===== src/rtl/execute_div_arbiter.sv =====
// execute_div_arbiter: shares one iterative divide engine between two requesters.
// Port 0 is the integer execute stage and port 1 is the microcode/FPU assist path.
// The block accepts one operation at a time and grants round-robin when both ports
// are valid. Zero divisors are answered directly, without using the engine.
// Ports:
//   clk, rst_n                        clock, asynchronous active-low reset
//   reqN_valid/ready/cmd/size/...     request channel of port N (N = 0, 1)
//   reqN_flush                        cancel port N's in-flight op or pending response
//   rspN_valid/ack/quotient/...       result channel of port N
//   div_start/abort/cmd/size/...      engine command side (all registered)
//   div_done/exception/quotient/...   engine result side (qualified by div_done)
module execute_div_arbiter (
    input  logic        clk,
    input  logic        rst_n,
    input  logic        req0_valid,
    output logic        req0_ready,
    input  logic [1:0]  req0_cmd,
    input  logic [1:0]  req0_size,
    input  logic [63:0] req0_numer,
    input  logic [31:0] req0_denom,
    input  logic        req0_flush,
    input  logic        req1_valid,
    output logic        req1_ready,
    input  logic [1:0]  req1_cmd,
    input  logic [1:0]  req1_size,
    input  logic [63:0] req1_numer,
    input  logic [31:0] req1_denom,
    input  logic        req1_flush,
    output logic        rsp0_valid,
    input  logic        rsp0_ack,
    output logic [31:0] rsp0_quotient,
    output logic [31:0] rsp0_remainder,
    output logic [1:0]  rsp0_exception,
    output logic        rsp1_valid,
    input  logic        rsp1_ack,
    output logic [31:0] rsp1_quotient,
    output logic [31:0] rsp1_remainder,
    output logic [1:0]  rsp1_exception,
    output logic        div_start,
    output logic        div_abort,
    output logic [1:0]  div_cmd,
    output logic [1:0]  div_size,
    output logic [63:0] div_numer,
    output logic [31:0] div_denom,
    input  logic        div_done,
    input  logic        div_exception,
    input  logic [31:0] div_quotient,
    input  logic [31:0] div_remainder
);

    localparam int unsigned DW = 32;
    localparam int unsigned NW = 64;

    localparam logic [1:0] EXC_NONE = 2'b00;
    localparam logic [1:0] EXC_DZ   = 2'b01;
    localparam logic [1:0] EXC_OVF  = 2'b10;

    typedef enum logic [1:0] {S_IDLE, S_ISSUE, S_WAIT, S_RESP} state_t;

    state_t          state_q, state_d;
    logic            own_q, own_d;
    logic            rr_q, rr_d;
    logic [1:0]      cmd_d, size_d;
    logic [NW-1:0]   numer_d;
    logic [DW-1:0]   denom_d;
    logic [DW-1:0]   quot_q, quot_d;
    logic [DW-1:0]   rem_q, rem_d;
    logic [1:0]      exc_q, exc_d;
    logic            start_d, abort_d;
    logic            ready_d, rsp0_valid_d, rsp1_valid_d;

    // Grant selection and operand mux for the IDLE cycle
    logic            any_valid, gnt;
    logic [1:0]      sel_cmd, sel_size, cmd_norm, size_norm;
    logic [NW-1:0]   sel_numer;
    logic [DW-1:0]   sel_denom;
    logic            denom_zero;
    logic            owner_flush, owner_ack;

    assign any_valid = req0_valid | req1_valid;
    assign gnt       = (req0_valid & req1_valid) ? rr_q : req1_valid;
    assign sel_cmd   = gnt ? req1_cmd   : req0_cmd;
    assign sel_size  = gnt ? req1_size  : req0_size;
    assign sel_numer = gnt ? req1_numer : req0_numer;
    assign sel_denom = gnt ? req1_denom : req0_denom;

    // Reserved encodings are folded so the engine only ever sees legal values
    assign cmd_norm  = (sel_cmd  == 2'b11) ? 2'b00 : sel_cmd;
    assign size_norm = (sel_size == 2'b11) ? 2'b10 : sel_size;

    // Zero screen only looks at the divisor bits the operand size uses
    always_comb begin
        denom_zero = 1'b0;
        case (size_norm)
            2'b00:   denom_zero = (sel_denom[7:0]  == 8'd0);
            2'b01:   denom_zero = (sel_denom[15:0] == 16'd0);
            default: denom_zero = (sel_denom == '0);
        endcase
    end

    assign owner_flush = own_q ? req1_flush : req0_flush;
    assign owner_ack   = own_q ? rsp1_ack   : rsp0_ack;

    // Next-state and next-output logic
    always_comb begin
        state_d = state_q;
        own_d   = own_q;
        rr_d    = rr_q;
        cmd_d   = div_cmd;
        size_d  = div_size;
        numer_d = div_numer;
        denom_d = div_denom;
        quot_d  = quot_q;
        rem_d   = rem_q;
        exc_d   = exc_q;
        start_d = 1'b0;
        abort_d = 1'b0;

        case (state_q)
            S_IDLE: begin
                if (any_valid) begin
                    own_d   = gnt;
                    rr_d    = ~gnt;
                    cmd_d   = cmd_norm;
                    size_d  = size_norm;
                    numer_d = sel_numer;
                    denom_d = sel_denom;
                    if (denom_zero) begin
                        state_d = S_RESP;
                        quot_d  = '0;
                        rem_d   = '0;
                        exc_d   = EXC_DZ;
                    end else begin
                        state_d = S_ISSUE;
                        start_d = 1'b1;
                    end
                end
            end
            S_ISSUE: begin
                if (owner_flush) begin
                    state_d = S_IDLE;
                    abort_d = 1'b1;
                end else begin
                    state_d = S_WAIT;
                end
            end
            S_WAIT: begin
                // Flush takes priority over a coincident done; the result is dropped
                if (owner_flush) begin
                    state_d = S_IDLE;
                    abort_d = 1'b1;
                end else if (div_done) begin
                    state_d = S_RESP;
                    quot_d  = div_quotient;
                    rem_d   = div_remainder;
                    exc_d   = div_exception ? EXC_OVF : EXC_NONE;
                end
            end
            S_RESP: begin
                if (owner_ack || owner_flush) begin
                    state_d = S_IDLE;
                end
            end
            default: state_d = S_IDLE;
        endcase
    end

    assign ready_d      = (state_d == S_IDLE);
    assign rsp0_valid_d = (state_d == S_RESP) && !own_d;
    assign rsp1_valid_d = (state_d == S_RESP) &&  own_d;

    // State and output registers
    always_ff @(posedge clk or negedge rst_n) begin
        if (!rst_n) begin
            state_q    <= S_IDLE;
            own_q      <= 1'b0;
            rr_q       <= 1'b0;
            div_cmd    <= '0;
            div_size   <= '0;
            div_numer  <= '0;
            div_denom  <= '0;
            quot_q     <= '0;
            rem_q      <= '0;
            exc_q      <= '0;
            div_start  <= 1'b0;
            div_abort  <= 1'b0;
            req0_ready <= 1'b1;
            req1_ready <= 1'b1;
            rsp0_valid <= 1'b0;
            rsp1_valid <= 1'b0;
        end else begin
            state_q    <= state_d;
            own_q      <= own_d;
            rr_q       <= rr_d;
            div_cmd    <= cmd_d;
            div_size   <= size_d;
            div_numer  <= numer_d;
            div_denom  <= denom_d;
            quot_q     <= quot_d;
            rem_q      <= rem_d;
            exc_q      <= exc_d;
            div_start  <= start_d;
            div_abort  <= abort_d;
            req0_ready <= ready_d;
            req1_ready <= ready_d;
            rsp0_valid <= rsp0_valid_d;
            rsp1_valid <= rsp1_valid_d;
        end
    end

    // Both ports read the single result register; rspN_valid says who owns it
    assign rsp0_quotient  = quot_q;
    assign rsp0_remainder = rem_q;
    assign rsp0_exception = exc_q;
    assign rsp1_quotient  = quot_q;
    assign rsp1_remainder = rem_q;
    assign rsp1_exception = exc_q;

endmodule


===== config.mk =====
export PLATFORM = sky130hd
export DESIGN_NAME = execute_div_arbiter
export DESIGN_NICKNAME = d
export VERILOG_FILES = /design/src/rtl/execute_div_arbiter.sv
export SDC_FILE = /design/constraint.sdc
export NUM_CORES = 1
export LEC_CHECK = 0
export BUFFER_PORTS_ARGS = -buffer_cell sky130_fd_sc_hd__clkbuf_2
export CAP_MARGIN = 15
export CORE_AREA = 2 2 199 201
export DETAILED_ROUTE_END_ITERATION = 10
export DIE_AREA = 0 0 201 203
export PLACE_DENSITY_LB_ADDON = 0.12
export SYNTH_ARGS = -nofsm -noshare
export SYNTH_HDL_FRONTEND = slang
export SYNTH_SLANG_ARGS = --single-unit
export TNS_END_PERCENT = 5

===== constraint.sdc =====
create_clock -name clk -period 2.44 [get_ports clk]
set_clock_uncertainty 0.2 [all_clocks]
set_input_delay 0.122 -clock clk [delete_from_list [all_inputs] [get_ports clk]]
set_output_delay 0.122 -clock clk [all_outputs]
set_load 0.05 [all_outputs]

Yosys cells after proc, flatten, opt, wreduce, memory -nomap -nowiden. Index checks and enable logic that the tools add are counted.

Flip-flop bits (word level): 175. Input bits: 274. Output and inout port bits: 238. Logic and storage cells: 81.

Equality and inequality tests: 11. Muxes and demuxes: 38. Bitwise operators: 3. Reductions and logical operators: 14.

Operators with widths (count): $mux 32 (7); $pmux 32 s2 (2); $mux 64 (1); $logic_not 32->1 (1); $mux 2 (15); $logic_not 16->1 (1); $eq 2x2->1 const B (5); $mux 1 (10); $logic_not 8->1 (1); $ne 2x2->1 const B (4); $pmux 2 s4 (1); $logic_not 2->1 (3); $reduce_and 5->1 (1); $eq 2x1->1 const B (2); $pmux 2 s2 (1); $logic_and 1x1->1 (2); $pmux 1 s2 (1); $reduce_and 2->1 (1); $reduce_bool 2->1 (1); $reduce_or 2->1 (1); $and 1x1->1 (1); $logic_not 1->1 (1); $logic_or 1x1->1 (1); $not 1->1 (1); $or 1x1->1 (1).

Depth between registers and ports, before layout. Gate-level depths: netlist (run 1).

Depth in word-level cells: 12. Depth in mapped cells: 10. Depth with buffers taken out: 7.

Worst setup path before layout (run 1). OpenSTA, ideal clock, no wires.

Path type: register to register. Start: register rr_q. End: register quot_q[0] (netlist: rsp0_quotient[0]). Setup time: 0.121 ns. Arrival: 1.963 ns. Data required time: 2.119 ns. Path slack: 0.156 ns. Stages on the path, launching flop included: 10. Buffers on the path: 3. Clock period less this slack: 2.284 ns. Path through: dfrtp_1 > nand2b_1 > buf_2 > o211a_1 > a222oi_1 > nand3_2 > o21a_1 > buf_4 > buf_6 > a22o_1.

Word-level cells in the longest chain between the ends: 8. Elaborated cells between the ends (all ways): 13. Classes of those cells: eq/ne (3); mux (5); reduce/logical (5).

RTL lines: from (decl) (line 62) `logic rr_q, rr_d;`; from (signal assigned) (line 194) `rr_q <= rr_d;`; $mux 1 (*) (line 81) `assign gnt = (req0_valid & req1_valid) ? rr_q : req1_valid;`; $mux 2 (line 83) `assign sel_size = gnt ? req1_size : req0_size;`; $eq 2x2->1 (line 89) `assign size_norm = (sel_size == 2'b11) ? 2'b10 : sel_size;`; $mux 2 (line 89); $eq 2x1->1 / $logic_not 2->1 (equally long branches) (line 94) `case (size_norm)`; $pmux 1 s2 (*) (line 94); $ne 2x2->1 (no source line) (*); $reduce_and 5->1 (no source line) (*); to (signal assigned) (line 199) `quot_q <= quot_d;`; to (decl) (line 66) `logic [DW-1:0] quot_q, quot_d;`.

Every way passes the cells marked *; elsewhere a longest branch is shown, timed or not. A chain may end at the register's enable or synchronous reset.

Worst setup path in the final report (run 1).
Start: input req1_denom[8]. End: register rem_q[12] (netlist: rsp0_remainder[12]).

Word-level cells in the longest chain between the ends: 5. Elaborated cells between the ends (all ways): 6. Classes of those cells: eq/ne (1); mux (2); reduce/logical (3).

RTL lines: from (decl) (line 27) `input logic [31:0] req1_denom,`; $mux 32 (*) (line 85) `assign sel_denom = gnt ? req1_denom : req0_denom;`; $logic_not 32->1 / $logic_not 16->1 (equally long branches) (line 97, 96); $pmux 1 s2 (*) (line 94); $ne 2x2->1 (no source line) (*); $reduce_and 5->1 (no source line) (*); to (signal assigned) (line 200) `rem_q <= rem_d;`; to (decl) (line 67) `logic [DW-1:0] rem_q, rem_d;`.

Marked as above.

==> results.ini, run 1 <==
[synthesis]
ys_ff_latch=175
ys_warn_count=0
syn_area_sq_um=7995
synth-async-reset-ratio_pct=100.0
yosysTopAreaCellShare_pct=54.46
syn_area_per_cell_sq_um=9.495
syn_nets=1120
postSynthCellCount=842
synth_top_flop_cell=dfrtp_1
synth.largest_area_cell=dfrtp_1
yosysMostFrequentCell=nand2_1
ys_top_cells_by_area=dfrtp_1 (54%), nand2_1 (9.8%), a31oi_1 (7.7%), a22o_1 (7.1%), buf_4 (6.5%)
synth_edf_count=0
yosysSeqAreaShare_pct=54.79
synth.distinct_cells=35
synth_top_cells_by_count=nand2_1 (209), dfrtp_1 (174), nor2_1 (101)

[sta]
rsz0062_at_grt=true
drv_slew=0
finalHoldViolCount=0
final.period_utilization_pct=95.99
setup_ws_ns=0.09774
tightestPinTransition_ns=0.8696
fmax_mhz=426.9
setup_violations=0
period_minus_slack_ns=2.342
relSlewSlack_pct=42.02
worst_hold_slack_ns=0.01604

[clock_network]
clkTransAtPathRegs_ns=0.07
insertion_delay_ns=0.45
numCtsBuffers=17
cts_htree_levels=4
clk_path_buf_depth=2
cts_setup_buffers=0
clock-sinks=175
root_buffer=clkbuf_16
cts_tree=yes

[status]
status=finished, final reports clean

[routing]
routed_via_density=4.261
drtIter0Drc=365
drt-total-wl_um=35130
drc=0
antenna_left=0
dr_total_vias=8902
wl_per_cell_um=16.82
first_pass_iters=5

[floorplanning]
ioPinCount=512
die_h_um=203
dieArea_sq_um=40800
dieWidth_um=201
initial_core_util_pct=20.78
core_sq_um=38470
core.rowCount=72

[worst_setup_path]
reg2reg_from=rr_q
r2r-end=rsp0_remainder[12]
critPathLaunch=req1_denom[8]
startpoint_type=input port
critical_path_class=input port to flop
r2r_slack_ns=0.12
arrival_ns=2.52
endpoint_kind=flop
required_ns=2.62
cp_max_fo=11
rr_worst_depth=9

[global_routing]
antenna_found_initial=1
grt_max_degree=85
grt_pass1_wl_um=52960
grt.overflow.total=0
grt_pass1_vias=9061
grt_usage_pct=16.80

[layout]
fin_nets=1836
antenna_cells=0
area_growth_pct=78.89
drive_gt1_share_pct=38.13
postLayoutCellArea_sq_um=14300

[pwr]
peakVddDrop_uv=564.7
power_density_nw_per_um2=1575
p_total_uw=22520
p_leak_uw=0.007131

[place]
placed_area_sq_um=10850
place_ws_ns=-0.2801
hpwlAfterDp_um=25760
port_buffers=511
place.gp.congestion=0.8236

[run]
drv_cap=0

[hold_path]
hold_class=input port to asynchronous set/reset pin

final cells by class:
type / instances / area (sq um)
Inverter: 5 / 18.77
Clock buffer: 19 / 452.9
Fill cell: 3956 / 24160
Multi-Input combinational cell: 535 / 2856
Tap cell: 518 / 648.1
Sequential cell: 175 / 4382
Timing Repair Buffer: 824 / 5787
Clock inverter: 13 / 157.7
metal layers:
layer	vias up	global-route usage, %	wire, um
met3	31	5.393	2413
met4	0	4.630	592
met2	349	30.05	18070
met5	-	0	0
li1	4282	-	-
met1	4240	19.20	14050
critical path, stage by stage:
cell	delay, ns
dlygate4sd3_1	0.54
clkbuf_2	0.12
nor4_2	0.26
nand2_1	0.11
a222oi_1	0.28
buf_4	0.19
nand3_4	0.10
o31ai_4	0.28
buf_12	0.19
clkbuf_16	0.18
a22o_1	0.14
power breakdown:
group | switching, uW | total, uW | internal, uW
sequential | 1010 | 5390 | 4380
combinational | 10500 | 14200 | 3720
clock | 1270 | 2940 | 1670
registers in the layout, summed over array words and instances (netlist names):
signal	cells
rsp1_valid	1
div_cmd	2
div_start	1
rr_q	1
req1_ready	1
div_denom	32
rsp0_exception	2
rsp0_remainder	32
div_size	2
div_numer	64
own_q	1
state_q	2
rsp0_quotient	32
div_abort	1
rsp0_valid	1
worst max path at each step:
stage	end	slack, ns	cells past startpoint
final	rsp0_remainder[12]	0.1	11
after detailed placement	rsp0_quotient[28]	-0.28	10
after floorplan	rsp0_quotient[0]	0.16	9
after CTS	rsp0_quotient[28]	0.003	11
after global routing	rsp0_remainder[21]	-0.05	11
after global placement	rsp0_quotient[29]	-0.33	10
cell usage in the layout, fill, tap and decap left out, types with 3 or more instances in the layout:
| cell | count |
|---|---|
| a22o_1 | 65 |
| a21oi_1 | 6 |
| nand2_1 | 208 |
| a31oi_1 | 99 |
| o21ai_0 | 3 |
| nor4_1 | 11 |
| clkbuf_2 | 509 |
| inv_1 | 5 |
| inv_6 | 3 |
| mux2i_1 | 3 |
| nand4_1 | 4 |
| nor4_2 | 5 |
| clkbuf_16 | 19 |
| ha_1 | 4 |
| dlygate4sd3_1 | 271 |
| bufinv_16 | 3 |
| buf_12 | 10 |
| clkbuf_8 | 3 |
| clkinv_2 | 5 |
| buf_4 | 26 |
| dfrtp_1 | 173 |
| nor2_1 | 100 |
| nand3_1 | 4 |
through the flow:
step	TNS [ns]	utilization, %	instances
floorplan	0	-	842
global placement	-21.93	28.22	1783
detailed placement	-17.68	28.22	1783
CTS	0	36.86	2086
global route	-1.863	37.18	2089
finish	0	37.18	2089
what timing repair did:
| action | in CTS | in global routing |
|---|---|---|
| resized for setup | 0 | 14 |
| setup endpoints to repair | 0 | 68 |
| hold endpoints to repair | 344 | 1 |
| hold buffers | 271 | 1 |
cell families (layout without fill, tap and decap cells):
| logic type | after synthesis | count (layout) | share of synthesized area, % |
|---|---|---|---|
| AO/OA/AOI/OAI | 184 | 184 | 16.59 |
| flip-flops | 175 | 175 | 54.79 |
| buffers and inverters | 132 | 861 | 10.41 |
| multiplexers | 3 | 3 | 0.3756 |
| adder cells (fa/ha/maj) | 4 | 4 | 0.6260 |
| AND/OR/NAND/NOR | 344 | 344 | 17.21 |
Note: power is estimated with default switching activity, not from simulation.
==> inputs of run 2 (changes only) <==
--- a/config.mk
+++ b/config.mk
@@ -5,11 +5,12 @@
 export SDC_FILE = /design/constraint.sdc
 export NUM_CORES = 1
 export LEC_CHECK = 0
+export ABC_CLOCK_PERIOD_IN_PS = 2440
 export BUFFER_PORTS_ARGS = -buffer_cell sky130_fd_sc_hd__clkbuf_2
 export CAP_MARGIN = 15
-export CORE_AREA = 2 2 199 201
+export CORE_AREA = 2 2 202 204
 export DETAILED_ROUTE_END_ITERATION = 10
-export DIE_AREA = 0 0 201 203
+export DIE_AREA = 0 0 204 206
 export PLACE_DENSITY_LB_ADDON = 0.12
 export SYNTH_ARGS = -nofsm -noshare
 export SYNTH_HDL_FRONTEND = slang
==> results.ini, run 2 (synthesis gave the netlist of run 1 again) <==
[place]
port_buffers=511  ; unchanged
hpwlAfterDp_um=25300  ; -1.8%
dp.cells=1790  ; +0.39%
place.gp.congestion=0.8239  ; about the same

[pwr]
swShare_pct=56.44  ; -0.14 points
power_switching_uw=12740  ; about the same
p_clk_share_pct=13.6  ; +0.6 points
power_density_nw_per_um2=1582  ; +0.47%
p_total_uw=22570  ; +0.22%
p_leak_uw=0.007097  ; -0.48%
p_comb_share_pct=62.3  ; -0.7 points
p_int_uw=9831  ; +0.56%
seq_power_share_pct=24.1  ; +0.2 points
peakVddDrop_uv=673.1  ; +19%

[worst_setup_path]
required_ns=2.55  ; -0.07 ns
endpoint_kind=flop
crit_buf_inv=4  ; -1
reg2reg_from=rr_q
startpoint_type=input port
crit_chain=dlygate4sd3_1, clkbuf_2, nor4_2, nand2_1, a222oi_1, buf_4, nand3_4, o21a_2, buf_12, a22o_1
critical_path_class=input port to flop
arrival_ns=2.55  ; +0.03 ns
max_stage_delay_ns=0.54  ; about the same
cp_top_family=buffers and inverters
cpMaxStageDelayCell=dlygate4sd3_1
critPathLaunch=req1_denom[9]
cp_max_fo=32  ; +21

[routing]
drtIter0Drc=308  ; -16%
routed_via_density=4.213  ; -1.1%
wl_per_cell_um=17.16  ; +2.1%
drt-total-wl_um=35950  ; +2.3%
first_pass_iters=4  ; -1
antenna_left=0  ; unchanged
dr_total_vias=8826  ; -0.85%
drc=0  ; unchanged

[sta]
fmax_mhz=410.3  ; -3.9%
final.period_utilization_pct=99.88  ; +3.9 points
period_minus_slack_ns=2.437  ; +0.09480 ns
tightestPinTransition_ns=0.8250  ; -0.04459 ns
finalHoldViolCount=0  ; unchanged
relSlewSlack_pct=45.00  ; +3.0 points
drv_slew=0  ; unchanged
setup_violations=0  ; unchanged

[layout]
final_common_cell=clkbuf_2
fin_nets=1829  ; -0.38%
final_util_pct=35.51  ; -1.7 points
area_growth_pct=78.45
antenna_cells=0  ; unchanged
top_register=div_numer
drive_gt1_share_pct=37.68  ; -0.44 points
fin_cells=2095  ; +0.29%
mostFrequentLayoutCells=clkbuf_2 (510), dlygate4sd3_1 (270), nand2_1 (208)
largest_reg_flops=64  ; unchanged

[status]
status=finished, final reports clean

[floorplanning]
dieWidth_um=204  ; +1.5%
core.rowCount=74  ; +2.8%
core_sq_um=40180  ; +4.5%
ioPinCount=512  ; unchanged
initial_core_util_pct=19.90  ; -0.89 points
die_h_um=206  ; +1.5%
dieArea_sq_um=42020  ; +3.0%

[clock_network]
clkTransAtPathRegs_ns=0.06  ; about the same
clk_path_buf_depth=2  ; unchanged
root_buffer=clkbuf_16
clock-sinks=175  ; unchanged
insertion_delay_ns=0.43  ; -0.02 ns
cts_htree_levels=4  ; unchanged
numCtsBuffers=17  ; unchanged
cts_tree=yes

[global_routing]
grt_pass1_wl_um=52420  ; -1.0%
grt_pass1_vias=9009  ; -0.57%
grt_usage_pct=16.50  ; -0.30 points
antenna_found_initial=0  ; -1
grt_max_degree=73  ; -14%
grt.overflow.total=0  ; unchanged

[hold_path]
hold_class=input port to asynchronous set/reset pin

[run]
drv_cap=0  ; unchanged

## run 2: changes by cell type in the layout (fill, tap and decap cells not counted), sizes merged
| cell | previous run | this run |
|---|---|---|
| clkinv | 6 | 3 |
| dlygate4sd3 | 271 | 270 |
| clkbuf | 531 | 534 |
| dlymetal6s4s | 1 | 0 |
| bufinv | 3 | 5 |
| inv | 8 | 6 |
| buf | 40 | 34 |
## run 2: final cells by class
| class | count | area [sq um] |
|---|---|---|
| well taps | 532 | 665.6 |
| inverters | 5 | 18.77 |
| clock buffers | 21 | 450.4 |
| multi-input cells | 535 | 2853 |
| repair buffers | 817 | 5714 |
| clock inverters | 10 | 185.2 |
| fillers | 4199 | 25920 |
| flip-flops and latches | 175 | 4380 |
## run 2: per-layer routing
metal	GRT usage [%]	vias up	share of wire, %
met5	0	-	0
met2	29.62	364	51
met4	5.254	0	2.2
met1	19.03	4164	40
met3	4.462	36	6.4
li1	-	4262	-
## run 2: power groups by stage
stage | Combinational (uW) | Clock, uW | Sequential (uW)
after floorplan | 5900 | 0 | 10100
after global placement | 13400 | 0 | 5520
after detailed placement | 13500 | 0 | 5520
after CTS | 14000 | 3200 | 5480
after global routing | 14900 | 3320 | 5650
final | 14100 | 3060 | 5450
## run 2: path summary, 6_finish.rpt
kind	endpoint	slack (ns)	depth (start not counted)
min in group clk	div_start	0.03	5
min reg2reg	div_cmd[1]	0.29	2
max reg2reg	rsp0_remainder[16]	0.09	8
max in group asynchronous	div_numer[45]	1.21	3
min	div_numer[2]	0.006	2
max	rsp0_remainder[16]	0.003	10
## run 2: metrics by stage
| step | hold WS [ns] | cell area, sq um | setup TNS (ns) | setup slack [ns] |
|---|---|---|---|---|
| CTS | 0.001978 | 14190 | 0 | 0.02088 |
| floorplan | -0.3736 | 7995 | 0 | 0.1563 |
| finish | 0.005580 | 14270 | 0 | 0.002936 |
| global placement | -0.09146 | 10780 | -16.51 | -0.2589 |
| detailed placement | -0.08837 | 10780 | -19.46 | -0.3074 |
| global route | 0.03955 | 14270 | -2.348 | -0.05794 |
## run 2: what timing repair did
action,CTS,global route
pin swaps,2,2
gates resized for setup,5,5
hold endpoints to repair,342,0
setup endpoints to repair,65,65
buffers inserted,1,0
gates cloned,1,2
hold buffers,270,0
## run 2: worst reg2reg max path, delay by kind of cell, from the launching register on
family          cells  cell delay (ns)
compound gates      4             1.03
buf+inv             2             0.39
flops               1             0.37
simple gates        2             0.24
==> inputs of run 3 (changes only) <==
--- a/config.mk
+++ b/config.mk
@@ -5,13 +5,14 @@
 export SDC_FILE = /design/constraint.sdc
 export NUM_CORES = 1
 export LEC_CHECK = 0
-export ABC_CLOCK_PERIOD_IN_PS = 2440
+export ABC_CLOCK_PERIOD_IN_PS = 2700
 export BUFFER_PORTS_ARGS = -buffer_cell sky130_fd_sc_hd__clkbuf_2
 export CAP_MARGIN = 15
-export CORE_AREA = 2 2 202 204
+export CORE_AREA = 2 2 198 200
 export DETAILED_ROUTE_END_ITERATION = 10
-export DIE_AREA = 0 0 204 206
+export DIE_AREA = 0 0 200 202
 export PLACE_DENSITY_LB_ADDON = 0.12
+export RECOVER_POWER = 25
 export SYNTH_ARGS = -nofsm -noshare
 export SYNTH_HDL_FRONTEND = slang
 export SYNTH_SLANG_ARGS = --single-unit
==> constraint.sdc (replaced) <==
create_clock -name clk -period 2.7 [get_ports clk]
set_clock_uncertainty 0.2 [all_clocks]
set_input_delay 0.135 -clock clk [delete_from_list [all_inputs] [get_ports clk]]
set_output_delay 0.135 -clock clk [all_outputs]
set_load 0.05 [all_outputs]
==> results.ini, run 3 (synthesis gave the netlist of run 1 again) <==
[sta]
fmax_mhz=373.1
drv_slew=0  ; unchanged
setup_violations=0  ; unchanged
period_minus_slack_ns=2.680
rsz0062_at_grt=true
final.period_utilization_pct=99.26
relSlewSlack_pct=12.24  ; -33 points
tightestPinTransition_ns=1.316  ; +0.4914 ns
finalHoldViolCount=0  ; unchanged

[floorplanning]
dieWidth_um=200  ; -2.0%
ioPinCount=512  ; unchanged
core_sq_um=38290  ; -4.7%
dieArea_sq_um=40400  ; -3.9%
die_h_um=202  ; -1.9%
core.rowCount=72  ; -2.7%
initial_core_util_pct=20.88  ; +0.99 points

[layout]
final_common_cell=clkbuf_2
drive_gt1_share_pct=36.91  ; -0.77 points
largest_reg_flops=64  ; unchanged
top_register=div_numer
area_growth_pct=76.78
fin_cells=2074  ; -1.0%
final_util_pct=36.92  ; +1.4 points
fillers=3881  ; -7.6%
fin_nets=1820  ; -0.49%
postLayoutCellArea_sq_um=14130  ; -0.94%
mostFrequentLayoutCells=clkbuf_2 (509), dlygate4sd3_1 (272), nand2_1 (208)

[status]
status=finished, final reports clean

[routing]
dr_total_vias=8865  ; +0.44%
first_pass_iters=5  ; +1
drt-total-wl_um=34550  ; -3.9%
drc=0  ; unchanged
drtIter0Drc=370  ; +20%
antenna_left=0  ; unchanged
wl_per_cell_um=16.66  ; -2.9%
routed_via_density=4.274  ; +1.5%

[clock_network]
clock-sinks=175  ; unchanged
clkTransAtPathRegs_ns=0.06  ; about the same
cts_htree_levels=4  ; unchanged
numCtsBuffers=17  ; unchanged
insertion_delay_ns=0.43  ; about the same
root_buffer=clkbuf_16
clk_path_buf_depth=2  ; unchanged
cts_tree=yes

[hold_path]
min_path_cells=4
hold_class=input port to flop

[pwr]
power_switching_uw=11410  ; -10%
p_total_uw=20200  ; -10%
p_clk_share_pct=13.3  ; -0.3 points
p_leak_uw=0.007021  ; -1.1%
p_int_uw=8790  ; -11%
swShare_pct=56.49  ; about the same
seq_power_share_pct=24.1  ; about the same
p_comb_share_pct=62.6  ; +0.3 points
peakVddDrop_uv=547.5  ; -19%
power_density_nw_per_um2=1429  ; -9.6%

[worst_setup_path]
startpoint_type=input port
endpoint_kind=flop
critical_path_class=input port to flop
required_ns=2.86  ; +0.31 ns
rr_worst_depth=8  ; unchanged
arrival_ns=2.85  ; +0.30 ns
cp_max_fo=19  ; -41%

[place]
hpwlAfterDp_um=24200  ; -4.4%
port_buffers=511  ; unchanged
dp.cells=1765  ; -1.4%
place.gp.congestion=0.8172  ; -0.81%
placed_area_sq_um=10670  ; -1.0%

[global_routing]
grt_pass1_vias=9045  ; +0.40%
grt_pass1_wl_um=50870  ; -3.0%
grt_max_degree=99  ; +36%
antenna_found_initial=1  ; +1
grt.overflow.total=0  ; unchanged
grt_usage_pct=16.45  ; -0.053 points

[run]
drv_cap=0  ; unchanged

[run 3: changes by cell type in the layout (fill, tap and decap cells not counted), sizes merged]
cell,before,now
buf,34,21
bufinv,5,3
clkbuf,534,540
clkinv,3,2
diode,0,1
dlygate4sd3,270,272
[run 3: cell type report]
class / instances / area (sq um) / area share (%)
sequential: 175 / 4380 / 30.99
clock buffer: 25 / 505.5 / 3.576
timing repair buffer: 808 / 5624 / 39.79
inverter: 5 / 18.77 / 0.1328
antenna: 1 / 2.502 / 0.01771
multi-input combinational: 535 / 2830 / 20.02
clock inverter: 7 / 123.9 / 0.8764
tap: 518 / 648.1 / 4.586
[run 3: routing by layer]
metal,track usage [%],part of all wire [%],up-vias
met3,5.106,7.2,26
met2,29.41,51,385
met5,0,0,-
met1,18.53,40,4201
li1,-,-,4253
met4,5.026,1.7,0
[run 3: power by group through the flow]
stage                     Combinational (uW)  Clock, uW  Sequential (uW)
after floorplan                         5330          0             9110
after global placement                 12000          0             4920
after detailed placement               12100          0             4900
after global routing                   13400       2900             5060
after CTS                              12400       2810             4880
final                                  12700       2680             4870
[run 3: what timing repair did]
| item | 4_1_cts | 5_1_grt |
|---|---|---|
| hold buffers | 272 | 0 |
| setup buffers | 0 | 3 |
| setup endpoints to repair | 0 | 67 |
| gates resized for setup | 0 | 9 |
| hold endpoints to repair | 343 | 0 |
[run 3: final timing paths]
path,from,slack [ns],to
max,req0_denom[31],0.02,rsp0_remainder[13]
min,req1_flush,0.02,state_q[0]
max reg2reg,rr_q,0.07,rsp0_remainder[13]
min reg2reg,div_cmd[1],0.28,div_cmd[1]
max in group asynchronous,rst_n,0.42,rsp0_remainder[15]
min in group asynchronous,rst_n,0.32,div_denom[19]
[run 3: worst max-delay path, cell delays in order]
cell and delay (ns):
dlygate4sd3_1 0.58, nor4_2 0.28, buf_4 0.16, nand4_1 0.12, a222oi_1 0.40, buf_4 0.20, nand3_4 0.10, o31ai_4 0.31
buf_12 0.19, clkbuf_16 0.20, a22o_1 0.16
[run 3: through the flow]
| stage | setup TNS, ns | hold WS (ns) | setup slack, ns |
|---|---|---|---|
| after floorplan | 0 | -0.3606 | 0.4163 |
| after global placement | 0 | -0.06926 | 0.1514 |
| after detailed placement | 0 | -0.07804 | 0.1171 |
| after CTS | 0 | 0.002572 | 0.04179 |
| after global routing | -0.9376 | 0.03367 | -0.05420 |
| final | 0 | 0.02125 | 0.01989 |
